[config.mk]
export PLATFORM = sky130hd
export DESIGN_NAME = ysyx_24100005_wb_arbiter
export DESIGN_NICKNAME = d
export VERILOG_FILES = /design/src/rtl/ysyx_24100005_wb_pkg.sv /design/src/rtl/ysyx_24100005_Scoreboard.sv /design/src/rtl/ysyx_24100005_wb_arbiter.sv
export SDC_FILE = /design/constraint.sdc
export NUM_CORES = 1
export LEC_CHECK = 0
export BUFFER_PORTS_ARGS = -buffer_cell sky130_fd_sc_hd__buf_2
export CAP_MARGIN = 40
export CORE_ASPECT_RATIO = 2
export CORE_UTILIZATION = 48
export DETAILED_ROUTE_END_ITERATION = 8
export PLACE_DENSITY = 0.89
export SLEW_MARGIN = 40
export SYNTH_ARGS = -nofsm -noshare
export SYNTH_HDL_FRONTEND = slang
export SYNTH_SLANG_ARGS = --single-unit
[constraint.sdc]
create_clock -name clk -period 2.55 [get_ports clk]
set_input_delay 0.51 -clock clk [delete_from_list [all_inputs] [get_ports clk]]
set_output_delay 0.51 -clock clk [all_outputs]
set_load 0.05 [all_outputs]
[src/rtl/ysyx_24100005_wb_pkg.sv]
`default_nettype none
// +----------------------------------------------------------------------+
// | ysyx_24100005_wb_pkg : shared types for the writeback arbiter         |
// | Rev 1.0                                                               |
// +----------------------------------------------------------------------+
package ysyx_24100005_wb_pkg;

  // Arbiter pointer: records which requester was granted most recently
  typedef enum logic [0:0] {
    LAST_EXU = 1'b0,
    LAST_LSU = 1'b1
  } ptr_e;

  localparam logic [0:0] REQ_EXU = 1'b0;
  localparam logic [0:0] REQ_LSU = 1'b1;

endpackage
`default_nettype wire

[src/rtl/ysyx_24100005_Scoreboard.sv]
`default_nettype none
// +----------------------------------------------------------------------+
// | ysyx_24100005_Scoreboard : pending-write bitmap, set wins over clear  |
// | Rev 1.0                                                               |
// +----------------------------------------------------------------------+
module ysyx_24100005_Scoreboard #(
  parameter int ADDR_WIDTH = 5
) (
  input  logic                       clk,
  input  logic                       rst,
  input  logic                       set_en,
  input  logic [ADDR_WIDTH-1:0]      set_idx,
  input  logic                       clr_en,
  input  logic [ADDR_WIDTH-1:0]      clr_idx,
  output logic [2**ADDR_WIDTH-1:0]   busy
);

  logic [2**ADDR_WIDTH-1:0] busy_d;
  logic [2**ADDR_WIDTH-1:0] busy_q;

  // Clear is applied first so a same-index set (newer producer) overrides it
  always_comb begin
    busy_d = busy_q;
    if (clr_en) busy_d[clr_idx] = 1'b0;
    if (set_en) busy_d[set_idx] = 1'b1;
    busy_d[0] = 1'b0;
  end

  always_ff @(posedge clk or negedge rst) begin
    if (!rst) busy_q <= '0;
    else      busy_q <= busy_d;
  end

  assign busy = busy_q;

endmodule
`default_nettype wire

[src/rtl/ysyx_24100005_wb_arbiter.sv]
`default_nettype none
// +----------------------------------------------------------------------+
// | ysyx_24100005_wb_arbiter : round-robin EXU/LSU writeback arbiter      |
// | Rev 1.0                                                               |
// +----------------------------------------------------------------------+
module ysyx_24100005_wb_arbiter
  import ysyx_24100005_wb_pkg::*;
#(
  parameter int ADDR_WIDTH = 5,
  parameter int DATA_WIDTH = 32
) (
  input  logic                       clk,
  input  logic                       rst,
  input  logic                       exu_valid,
  output logic                       exu_ready,
  input  logic [ADDR_WIDTH-1:0]      exu_rd,
  input  logic [DATA_WIDTH-1:0]      exu_data,
  input  logic                       lsu_valid,
  output logic                       lsu_ready,
  input  logic [ADDR_WIDTH-1:0]      lsu_rd,
  input  logic [DATA_WIDTH-1:0]      lsu_data,
  input  logic                       iss_valid,
  input  logic [ADDR_WIDTH-1:0]      iss_rd,
  output logic                       rf_wen,
  output logic [ADDR_WIDTH-1:0]      rf_waddr,
  output logic [DATA_WIDTH-1:0]      rf_wdata,
  output logic [2**ADDR_WIDTH-1:0]   busy,
  input  logic [ADDR_WIDTH-1:0]      rs1,
  input  logic [ADDR_WIDTH-1:0]      rs2,
  output logic                       rs1_busy,
  output logic                       rs2_busy
);

  ptr_e                  ptr_d, ptr_q;
  logic                  grant;
  logic [0:0]            gnt_id;
  logic [ADDR_WIDTH-1:0] sel_rd;
  logic [DATA_WIDTH-1:0] sel_data;
  logic                  rf_wen_d, rf_wen_q;
  logic [ADDR_WIDTH-1:0] rf_waddr_d, rf_waddr_q;
  logic [DATA_WIDTH-1:0] rf_wdata_d, rf_wdata_q;

  always_ff @(posedge clk or negedge rst) begin
    if (!rst) ptr_q <= LAST_LSU;
    else      ptr_q <= ptr_d;
  end

  always_comb begin
    ptr_d = ptr_q;
    if (exu_ready)      ptr_d = LAST_EXU;
    else if (lsu_ready) ptr_d = LAST_LSU;
  end

  // On a tie, the requester that did not win last time is served
  always_comb begin
    exu_ready = exu_valid && (!lsu_valid || (ptr_q == LAST_LSU));
    lsu_ready = lsu_valid && (!exu_valid || (ptr_q == LAST_EXU));
  end

  assign grant    = exu_ready || lsu_ready;
  assign gnt_id   = lsu_ready ? REQ_LSU : REQ_EXU;
  assign sel_rd   = (gnt_id == REQ_LSU) ? lsu_rd   : exu_rd;
  assign sel_data = (gnt_id == REQ_LSU) ? lsu_data : exu_data;

  // Writes to x0 are accepted but never reach the register file
  always_comb begin
    rf_wen_d   = grant && (sel_rd != '0);
    rf_waddr_d = rf_wen_d ? sel_rd   : rf_waddr_q;
    rf_wdata_d = rf_wen_d ? sel_data : rf_wdata_q;
  end

  always_ff @(posedge clk or negedge rst) begin
    if (!rst) begin
      rf_wen_q   <= 1'b0;
      rf_waddr_q <= '0;
      rf_wdata_q <= '0;
    end else begin
      rf_wen_q   <= rf_wen_d;
      rf_waddr_q <= rf_waddr_d;
      rf_wdata_q <= rf_wdata_d;
    end
  end

  assign rf_wen   = rf_wen_q;
  assign rf_waddr = rf_waddr_q;
  assign rf_wdata = rf_wdata_q;

  ysyx_24100005_Scoreboard #(
    .ADDR_WIDTH (ADDR_WIDTH)
  ) u_scoreboard (
    .clk     (clk),
    .rst     (rst),
    .set_en  (iss_valid),
    .set_idx (iss_rd),
    .clr_en  (grant),
    .clr_idx (sel_rd),
    .busy    (busy)
  );

  assign rs1_busy = busy[rs1];
  assign rs2_busy = busy[rs2];

endmodule
`default_nettype wire

==> qor.json <==
{
  "outcome": {
    "status": "complete, no violations"
  },
  "logic_synthesis": {
    "yosys.area_share.simple_pct": 7.60,
    "seq_area_frac_synth_pct": 44.2,
    "yosys_warnings": 0,
    "synthArstFlopShare_pct": 100,
    "synth_mux_area_share_pct": 30.2,
    "syn_nets": 433,
    "syn_inst": 339,
    "synthMostInstantiatedCell": "dfrtp_1",
    "synth-xor-area-share_pct": 0,
    "synth-seq-cells": 70,
    "dominant_combinational_cell_family_by_area_after_synthesis": "multiplexers",
    "synth-adder-area-share_pct": 0,
    "synth-compound-area-share_pct": 14.7,
    "synthTopCellsByArea": "dfrtp_1, mux2_2, o41ai_1",
    "synth_top_cells_by_count": "dfrtp_1, mux2_2, o21ai_0",
    "post_synth.cell_area_avg_um2": 11.7,
    "synth.lib_cells_used.distinct": 36,
    "synth.cell_area_um2": 3970,
    "synthDominantAreaCellType": "dfrtp_1",
    "yosys.area.top_type_share_pct": 43.5,
    "synth_enable_flop_cells": 0,
    "ys_dominant_reg_cell": "dfrtp_1"
  },
  "sta": {
    "tightest_slew_ps": 679,
    "fin_hold_ws_ps": 194,
    "setup_repair_after_global_routing_missed_its_margin": "false",
    "final_min_period_over_clock_period_pct": 92.1,
    "finalSetupTns_ps": 0,
    "timing.max_slew.rel_slack_pct": 53.4,
    "final.setup_skew_ps": 4.12,
    "post-route-min-period_ps": 2350,
    "max_freq_ghz": 0.426,
    "setup_viol": 0,
    "timing_hold_violations_final": 0,
    "slew_viol_final": 0
  },
  "die": {
    "total_die_area_um2": 8660,
    "die_y_um": 131,
    "placementRows": 46,
    "floorplan.die.width_um": 66.3,
    "design.portCount": 168,
    "core_region_area_um2": 7940,
    "start_util_pct": 50.0
  },
  "final_layout": {
    "final.fill_count": 595,
    "multiInputGateArea_um2": 2100,
    "n_antenna_cell": 0,
    "final_layout_size_suffix_gt1_share_pct": 50.9,
    "ff_latch_area_um2": 1750,
    "final_net_count": 602,
    "area_growth_pct": 33.4,
    "final_core_utilization_pct": 66.6
  },
  "cts": {
    "worst_skew_pair.late_latency_ps": 330,
    "postCtsHoldBufs": 0,
    "cts_setup_buffers": 0,
    "root_buffer": "clkbuf_16",
    "path_clk_slew_ps": 60,
    "cts_sinks": 70,
    "cts_tree": "yes",
    "cts_inserted_buffers": 9,
    "postCtsResizedCells": 0,
    "ctsLongestPathBuffers": 2,
    "ctsHtreeMaxLevel": 3
  },
  "route": {
    "remaining_drc_errors": 0,
    "avgRoutedWirePerCell_um": 20.0,
    "route.vias.total": 3728,
    "drt_iter0_drc": 188,
    "detail_route.first_pass.iterations": 5,
    "drt.antenna.violating_nets": 0,
    "avgViaCountPerCell": 6.12,
    "routed_wl_um": 12200
  },
  "worst_hold_path": {
    "min-delay-path-class": "in -> async"
  },
  "critical_path": {
    "timing.critical_path.to_type": "primary output",
    "worst-path-max-fanout": 4,
    "worst-endpoint-arrival_ps": 1840,
    "critical_path.startpoint_type": "flop",
    "worst_setup_path_class": "reg -> out",
    "worst-endpoint-required_ps": 2040
  },
  "global_route": {
    "global_route.usage.total_pct": 30.1,
    "grt_first_pass_wirelength_um": 19400,
    "globalRouteOverflowTotal": 0,
    "grt_antenna_before_repair": 0,
    "grt_max_degree": 40,
    "grt_pass1_vias": 4059
  },
  "power": {
    "p_leak_nw": 2.45,
    "total_power_consumption_of_the_routed_design_mw": 4.81,
    "powerDensity_nw_per_um2": 909,
    "vdd.ir_drop.worst_mv": 0.738
  },
  "place": {
    "dpl.hpwl_um": 9460,
    "gp_congestion": 0.913,
    "io_buffer_count": 166
  },
  "job": {
    "maxCapViolations": 0
  }
}
## layout by cell type, fill, tap and decap left out, types with 3 or more instances in the layout
cell and instances:
buf_2 166, dfrtp_1 69, mux2_2 54, o21ai_0 32, o41ai_1 31, mux2i_1 25, mux2_1 17, nand3_1 10
nor2_1 10, nor2b_1 10, clkbuf_16 9, buf_4 9, mux4_2 6, inv_1 6, a21oi_1 6, nand2b_1 5
nand3b_1 5, nand2_1 5, a22oi_1 4, or3b_2 3, buf_12 3
## through the flow
step	std cells	area (µm²)	setup WS [ps]
finish	609	5290	201
global route	609	5290	115
CTS	609	5290	198
detailed placement	593	4960	184
global placement	593	4960	260
floorplan	339	3970	116
## metal layers
layer	global-route usage, %	wire length [µm]	vias to the layer above
met5	0	0	-
met4	20.9	582	0
met3	7.29	853	48
met2	55.2	6870	230
met1	28.3	3880	1790
li1	-	-	1660
## logic make-up (layout without fill, tap and decap cells)
logic type      count (synthesis)  in the layout
mux                           103            103
compound gates                 85             85
flops                          70             70
simple gates                   54             54
buf+inv                        26            200
other cells                     1              1
## state kept, by name, indices dropped and copies added (netlist names)
| signal | count |
|---|---|
| ptr_q | 1 |
| rf_wen | 1 |
| rf_waddr | 5 |
| u_scoreboard.busy | 31 |
| rf_wdata | 32 |
## worst max-delay path, cell delays in order (launching register included)
cell and delay (ps):
dfrtp_1 430, mux4_2 480, nand2b_1 160, o211ai_1 100
nand4_1 110, buf_2 230
## area by class of cell
type                       instances  share of cell area, %
clock buffer                      11                   4.78
clock inverter                     5                   1.54
multi-input combinational        243                   39.8
tap                               96                   2.27
timing repair buffer             178                   18.1
sequential                        70                   33.1
inverter                           6                  0.426
## path summary, 6_finish.rpt
check | end | slack [ps] | startpoint | cells after the start
max | rs1_busy | 200 | u_scoreboard.busy[7] | 5
min | rf_wdata[23] | 190 | rst | 1
max reg2reg | u_scoreboard.busy[3] | 440 | ptr_q | 5
min reg2reg | rf_wdata[26] | 480 | rf_wdata[26] | 1
max in group asynchronous | ptr_q | 1640 | rst | 2
min in group clk | ptr_q | 450 | exu_valid | 2
## power by group
part	switching, mW	internal, mW
registers	0.225	1.34
logic	1.32	0.567
clock network	0.456	0.908
total	2.00	2.81
Note: power is estimated with default switching activity, not from simulation.
